`src/rtl/sata_pkg.sv`:
```
// Shared constants and arbiter state encoding for the HBA TX FIS arbiter.
package sata_pkg;

    localparam int FIS_DW = 32;

    typedef logic [1:0] arb_state_t;

    localparam arb_state_t ST_IDLE  = 2'd0;
    localparam arb_state_t ST_XFER  = 2'd1;
    localparam arb_state_t ST_ABORT = 2'd2;
    localparam arb_state_t ST_WAIT  = 2'd3;

endpackage

```
`src/rtl/sata_xfis_arbiter_rr_arbiter.sv`:
```
// Combinational round-robin picker: first requester at or after ptr_i, wrapping.
module rr_arbiter #(
    parameter int NREQ = 2,
    parameter int IDXW = (NREQ > 1) ? $clog2(NREQ) : 1
) (
    input  logic [NREQ-1:0] req_i,
    input  logic [IDXW-1:0] ptr_i,
    output logic [NREQ-1:0] gnt_o,
    output logic [IDXW-1:0] idx_o,
    output logic            any_o
);

    localparam logic [IDXW:0] NREQ_W = (IDXW+1)'(NREQ);

    logic [2*NREQ-1:0] req2_s;
    logic [NREQ-1:0]   rot_s;
    logic [IDXW-1:0]   pick_s;
    logic [IDXW:0]     sum_s;
    logic [IDXW:0]     wrap_s;

    assign req2_s = {req_i, req_i};
    assign rot_s  = NREQ'(req2_s >> ptr_i);

    // Lowest set offset in the rotated request vector.
    always_comb begin
        pick_s = '0;
        for (int i = NREQ - 1; i >= 0; i--) begin
            if (rot_s[i]) begin
                pick_s = IDXW'(i);
            end else begin
                pick_s = pick_s;
            end
        end
    end

    assign sum_s  = {1'b0, ptr_i} + {1'b0, pick_s};
    assign wrap_s = (sum_s >= NREQ_W) ? (sum_s - NREQ_W) : sum_s;
    assign idx_o  = wrap_s[IDXW-1:0];
    assign any_o  = |req_i;
    assign gnt_o  = any_o ? (NREQ'(1'b1) << idx_o) : '0;

endmodule

```
`src/rtl/sata_xfis_arbiter.sv`:
```
// Shares the single HBA TX FIS stream between NREQ requesters, whole FIS at a time,
// and routes the HBA's done/err status back to the requester that owned the FIS.
module sata_xfis_arbiter
    import sata_pkg::*;
#(
    parameter int NREQ    = 2,
    parameter int TIMEOUT = 1000000
) (
    input  logic                                      clk,
    input  logic                                      rstn,
    input  logic                                      link_initialized,
    input  logic [NREQ-1:0]                           req_tvalid,
    input  logic [NREQ-1:0]                           req_tlast,
    input  logic [NREQ*32-1:0]                        req_tdata,
    output logic [NREQ-1:0]                           req_tready,
    output logic [NREQ-1:0]                           req_done,
    output logic [NREQ-1:0]                           req_err,
    output logic                                      xfis_tvalid,
    output logic                                      xfis_tlast,
    output logic [31:0]                               xfis_tdata,
    input  logic                                      xfis_tready,
    input  logic                                      xfis_done,
    input  logic                                      xfis_err,
    output logic                                      busy,
    output logic [((NREQ > 1) ? $clog2(NREQ) : 1)-1:0] grant_id
);

    localparam int IDXW = (NREQ > 1) ? $clog2(NREQ) : 1;
    localparam int CNTW = $clog2(TIMEOUT) + 1;
    localparam logic [CNTW-1:0] CNT_LAST = CNTW'(TIMEOUT - 1);
    localparam logic [IDXW-1:0] LAST_IDX = IDXW'(NREQ - 1);

    arb_state_t       state_q, state_d;
    logic [IDXW-1:0]  owner_q, owner_d;
    logic [NREQ-1:0]  owner_oh_q, owner_oh_d;
    logic [IDXW-1:0]  ptr_q, ptr_d;
    logic [CNTW-1:0]  cnt_q, cnt_d;

    logic [NREQ-1:0]   arb_gnt_s;
    logic [IDXW-1:0]   arb_idx_s;
    logic              arb_any_s;
    logic              own_valid_s;
    logic              own_last_s;
    logic [FIS_DW-1:0] own_data_s;
    logic [IDXW-1:0]   next_ptr_s;
    logic              wait_fail_s;

    rr_arbiter #(
        .NREQ (NREQ),
        .IDXW (IDXW)
    ) u_rr (
        .req_i (req_tvalid),
        .ptr_i (ptr_q),
        .gnt_o (arb_gnt_s),
        .idx_o (arb_idx_s),
        .any_o (arb_any_s)
    );

    // Owner's stream selected by the registered one-hot grant; non-owner data never passes.
    always_comb begin
        own_valid_s = 1'b0;
        own_last_s  = 1'b0;
        own_data_s  = '0;
        for (int i = 0; i < NREQ; i++) begin
            if (owner_oh_q[i]) begin
                own_valid_s = req_tvalid[i];
                own_last_s  = req_tlast[i];
                own_data_s  = req_tdata[i*FIS_DW +: FIS_DW];
            end else begin
                own_valid_s = own_valid_s;
            end
        end
    end

    assign next_ptr_s  = (owner_q == LAST_IDX) ? '0 : (owner_q + IDXW'(1));
    assign wait_fail_s = xfis_err | ~link_initialized | (cnt_q == CNT_LAST);

    // Next-state, stream pass-through and completion routing.
    always_comb begin
        state_d     = state_q;
        owner_d     = owner_q;
        owner_oh_d  = owner_oh_q;
        ptr_d       = ptr_q;
        cnt_d       = cnt_q;
        xfis_tvalid = 1'b0;
        xfis_tlast  = 1'b0;
        xfis_tdata  = '0;
        req_tready  = '0;
        req_done    = '0;
        req_err     = '0;
        case (state_q)
            ST_IDLE: begin
                if (link_initialized && arb_any_s) begin
                    state_d    = ST_XFER;
                    owner_d    = arb_idx_s;
                    owner_oh_d = arb_gnt_s;
                end else begin
                    state_d = ST_IDLE;
                end
            end
            ST_XFER: begin
                xfis_tvalid = own_valid_s;
                xfis_tlast  = own_last_s;
                xfis_tdata  = own_data_s;
                req_tready  = xfis_tready ? owner_oh_q : '0;
                // A completing tlast beat wins over a simultaneous link drop; WAIT then reports it.
                if (own_valid_s && xfis_tready && own_last_s) begin
                    state_d = ST_WAIT;
                    cnt_d   = '0;
                end else if (!link_initialized) begin
                    state_d = ST_ABORT;
                end else begin
                    state_d = ST_XFER;
                end
            end
            ST_ABORT: begin
                req_tready = owner_oh_q;
                if (own_valid_s && own_last_s) begin
                    req_err = owner_oh_q;
                    state_d = ST_IDLE;
                    ptr_d   = next_ptr_s;
                end else begin
                    state_d = ST_ABORT;
                end
            end
            ST_WAIT: begin
                if (wait_fail_s) begin
                    req_err = owner_oh_q;
                    state_d = ST_IDLE;
                    ptr_d   = next_ptr_s;
                    cnt_d   = '0;
                end else if (xfis_done) begin
                    req_done = owner_oh_q;
                    state_d  = ST_IDLE;
                    ptr_d    = next_ptr_s;
                    cnt_d    = '0;
                end else begin
                    cnt_d = cnt_q + CNTW'(1);
                end
            end
            default: begin
                state_d = ST_IDLE;
            end
        endcase
    end

    // State, ownership, round-robin pointer and timeout counter registers.
    always_ff @(posedge clk) begin
        if (!rstn) begin
            state_q    <= ST_IDLE;
            owner_q    <= '0;
            owner_oh_q <= '0;
            ptr_q      <= '0;
            cnt_q      <= '0;
        end else begin
            state_q    <= state_d;
            owner_q    <= owner_d;
            owner_oh_q <= owner_oh_d;
            ptr_q      <= ptr_d;
            cnt_q      <= cnt_d;
        end
    end

    assign busy     = (state_q != ST_IDLE);
    assign grant_id = owner_q;

endmodule
```
`config.mk`:
```
export PLATFORM = sky130hd
export DESIGN_NAME = sata_xfis_arbiter
export DESIGN_NICKNAME = d
export VERILOG_FILES = /design/src/rtl/sata_pkg.sv /design/src/rtl/sata_xfis_arbiter_rr_arbiter.sv /design/src/rtl/sata_xfis_arbiter.sv
export SDC_FILE = /design/constraint.sdc
export NUM_CORES = 1
export LEC_CHECK = 0
export ABC_CLOCK_PERIOD_IN_PS = 1600
export BUFFER_PORTS_ARGS = -buffer_cell sky130_fd_sc_hd__buf_2
export CAP_MARGIN = 40
export CORE_ASPECT_RATIO = 0.6
export CORE_UTILIZATION = 40
export DETAILED_ROUTE_END_ITERATION = 12
export GPL_TIMING_DRIVEN = 0
export MAX_ROUTING_LAYER = met4
export PLACE_DENSITY = 0.78
export RECOVER_POWER = 100
export SKIP_CTS_REPAIR_TIMING = 1
export SLEW_MARGIN = 30
export SYNTH_ARGS = -nofsm -noshare
export SYNTH_HDL_FRONTEND = slang
export SYNTH_HIERARCHICAL = 1
export SYNTH_SLANG_ARGS = --single-unit
```
`constraint.sdc`:
```
create_clock -name clk -period 1.6 [get_ports clk]
set_input_delay 0.4 -clock clk [delete_from_list [all_inputs] [get_ports clk]]
set_output_delay 0.4 -clock clk [all_outputs]
set_load 0.02 [all_outputs]
```
==> metrics <==
Post-DP HPWL 5170 um; Mapped Avg Cell Area 7.93 um2; Synth top area share 0.268; period utilization 1.45; CP Capture Type primary output; vias in the first global route roughly 2100; ANT cells 0; Worst EP required approximately 1200 ps; crit path max fanout 4; worst relative slew slack 0.766; critical path class flip-flop to primary output; Synth Instances 254; clock latency on the worst-skew pair ~280 ps; Sink Count 27; LEAKAGE roughly 0.0016 uW; Initial Utilization 0.428; critical path arrival between 1500 and 2000 ps; final worst clock skew 4.07 ps; Critical Path Start Type flip-flop; via count 2888; final worst setup slack -712 ps; count leader, synth nor2_1; Die Width 93.6 um; Via density between 6 and 7; Synthesis Warnings 6; Post-synth EDFFs 0; failing checks setup timing; Rows 19; wire length per cell between 20 and 25 um; hold slack 422 ps; Seq cells post-synth 27; minimum clock period approximately 2300 ps; Synth top cells by count 61 x nor2_1, 34 x a22oi_1, 27 x dfxtp_1, 19 x xor2_1, 12 x clkbuf_1; layout cells sized above 1 0.734; Layout Nets 475; initial antenna violation count 0; Hold WC Path Type primary input to flip-flop; Die Y between 50 and 60 um; Slew Viols, Final 0; Residual DRC 0; synth unique cells 45; GR Overflow Total 0; RSZ-0062 raised after global routing yes; GR Util All Layers 0.244; core area between 0.004 and 0.005 mm2; Largest stage delay, worst path 380 ps; slowest CP cell dfxtp_4; Layout area overhead 101%; wire length of the first global-routing pass 10100 um; first-pass iteration count of the detailed router 5; Synth Net Count around 330; die footprint around 0.0053 mm2; Max Freq 433 MHz; routability cong. around 0.86; Async SR Flop Fraction 0; # fillers between 200 and 250; crit path cell chain nor4_4 > nand4_1 > o21ai_1 > a22oi_2 > nor2b_4 > buf_6; CTS tree built; synthesized cell area 0.00201 mm2; predominant post-synthesis flop cell dfxtp_1; H-tree Lvls 1; final WL 10200 um; pwr dens 403 mW/mm2; clk slew on worst S/H paths about 100 ps; io pins ~120; Worst Max-Slew Pin Slew around 350 ps; TritonCTS buffer count 3; clk root buf clkbuf_8; sequential fraction of the synthesis area 0.268; maximum vdd ir drop approximately 440 uV; clk buf depth 2; top post-synthesis cells by area dfxtp_1 27%, a22oi_1 13%, nor2_1 11%; final setup violation count 67; Iter 0 DRT Violations approximately 230; area leader, netlist dfxtp_1; Core Util, Final 0.858; pin count of the biggest net entering global routing 16; port bufs roughly 120; status complete, but fails checks; Routed Antenna Nets 0; Max-Cap Viols 0; Final Hold Vio Count 0
[cells in the final DEF (no fill, tap or decap), types with 3 or more instances in the layout]
cell type	count
buf_8	6
o2111ai_4	4
buf_6	43
nor2_4	35
nand2_1	6
nand3_1	3
buf_4	19
buf_2	76
inv_1	4
nor2_2	11
and3_1	3
mux2i_1	3
a22oi_2	32
buf_12	4
ha_4	3
dfxtp_2	11
o21ai_0	5
dfxtp_1	12
o211ai_1	5
nor2_1	15
xor2_1	17
a21oi_2	3
dfxtp_4	4
clkbuf_8	3
o2111ai_1	6
clkbuf_16	5
[stage by stage]
| step | setup slack [ps] | instances | area [um2] | total power [uW] | TNS, ps |
|---|---|---|---|---|---|
| floorplan | -64.6 | 254 | 2320 | 905 | -145 |
| global placement | -287 | 432 | 2970 | 1040 | -11330 |
| detailed placement | -355 | 432 | 2970 | 1050 | -13520 |
| CTS | -673 | 436 | 3020 | 1430 | -26970 |
| global route | -737 | 458 | 4040 | 1670 | -35470 |
| finish | -712 | 458 | 4040 | 1630 | -33050 |
[cell type report]
type,instances,area (um2),share of cell area
Timing Repair Buffer,138,1090,0.269
Buffer,18,229,0.0567
Sequential cell,27,569,0.141
Tap cell,63,78.8,0.0195
Inverter,7,33.8,0.00836
Clock inverter,1,5.00,0.00124
Clock buffer,3,41.3,0.0102
Multi-Input combinational cell,201,1990,0.494
[where the power goes]
group	internal [uW]	switching, uW	total (uW)
logic	253	289	542
registers	673	12.2	685
clock network	175	226	401
total	1100	527	1630
[kinds of logic after synthesis]
| kind of cell | synth area share |
|---|---|
| muxes | 0.0149 |
| AOI/OAI and AO/OA | 0.295 |
| xor gates and xnor gates | 0.0827 |
| buffers and inverters | 0.0553 |
| DFF | 0.268 |
| adders and majority gates | 0.0311 |
| and+or+nand+nor | 0.252 |
[sequential cells by signal, indices dropped and copies added (netlist names)]
| name | count |
|---|---|
| state_q | 2 |
| grant_id | 1 |
| owner_oh_q | 2 |
| ptr_q | 1 |
| cnt_q | 21 |
[per-layer routing]
layer / track usage / up-vias / part of all wire / wire length [um]
met4: 0.0396 / 0 / 0.033 / 334
met3: 0.0427 / 48 / 0.096 / 975
li1: - / 1223 / - / -
met5: - / - / 0 / 0
met2: 0.384 / 236 / 0.49 / 4950
met1: 0.333 / 1381 / 0.39 / 3930
[worst max-delay path: cells and delay by family, from the launching register on]
family / cells / cell delay [ps]
DFF: 1 / 380
and+or+nand+nor: 3 / 710
buffers and inverters: 1 / 120
AOI/OAI and AO/OA: 2 / 410
[path summary, 6_finish.rpt]
| kind | depth (start not counted) | endpoint | start | slack [ps] |
|---|---|---|---|---|
| worst max register to register | 8 | cnt_q[3] | state_q[1] | -510 |
| worst min-delay path | 3 | state_q[1] | rstn | 420 |
| worst min register to register | 1 | ptr_q | grant_id | 500 |
| worst max-delay path | 6 | req_err[1] | cnt_q[11] | -710 |
No activity file was read; power rests on OpenSTA's default activity.
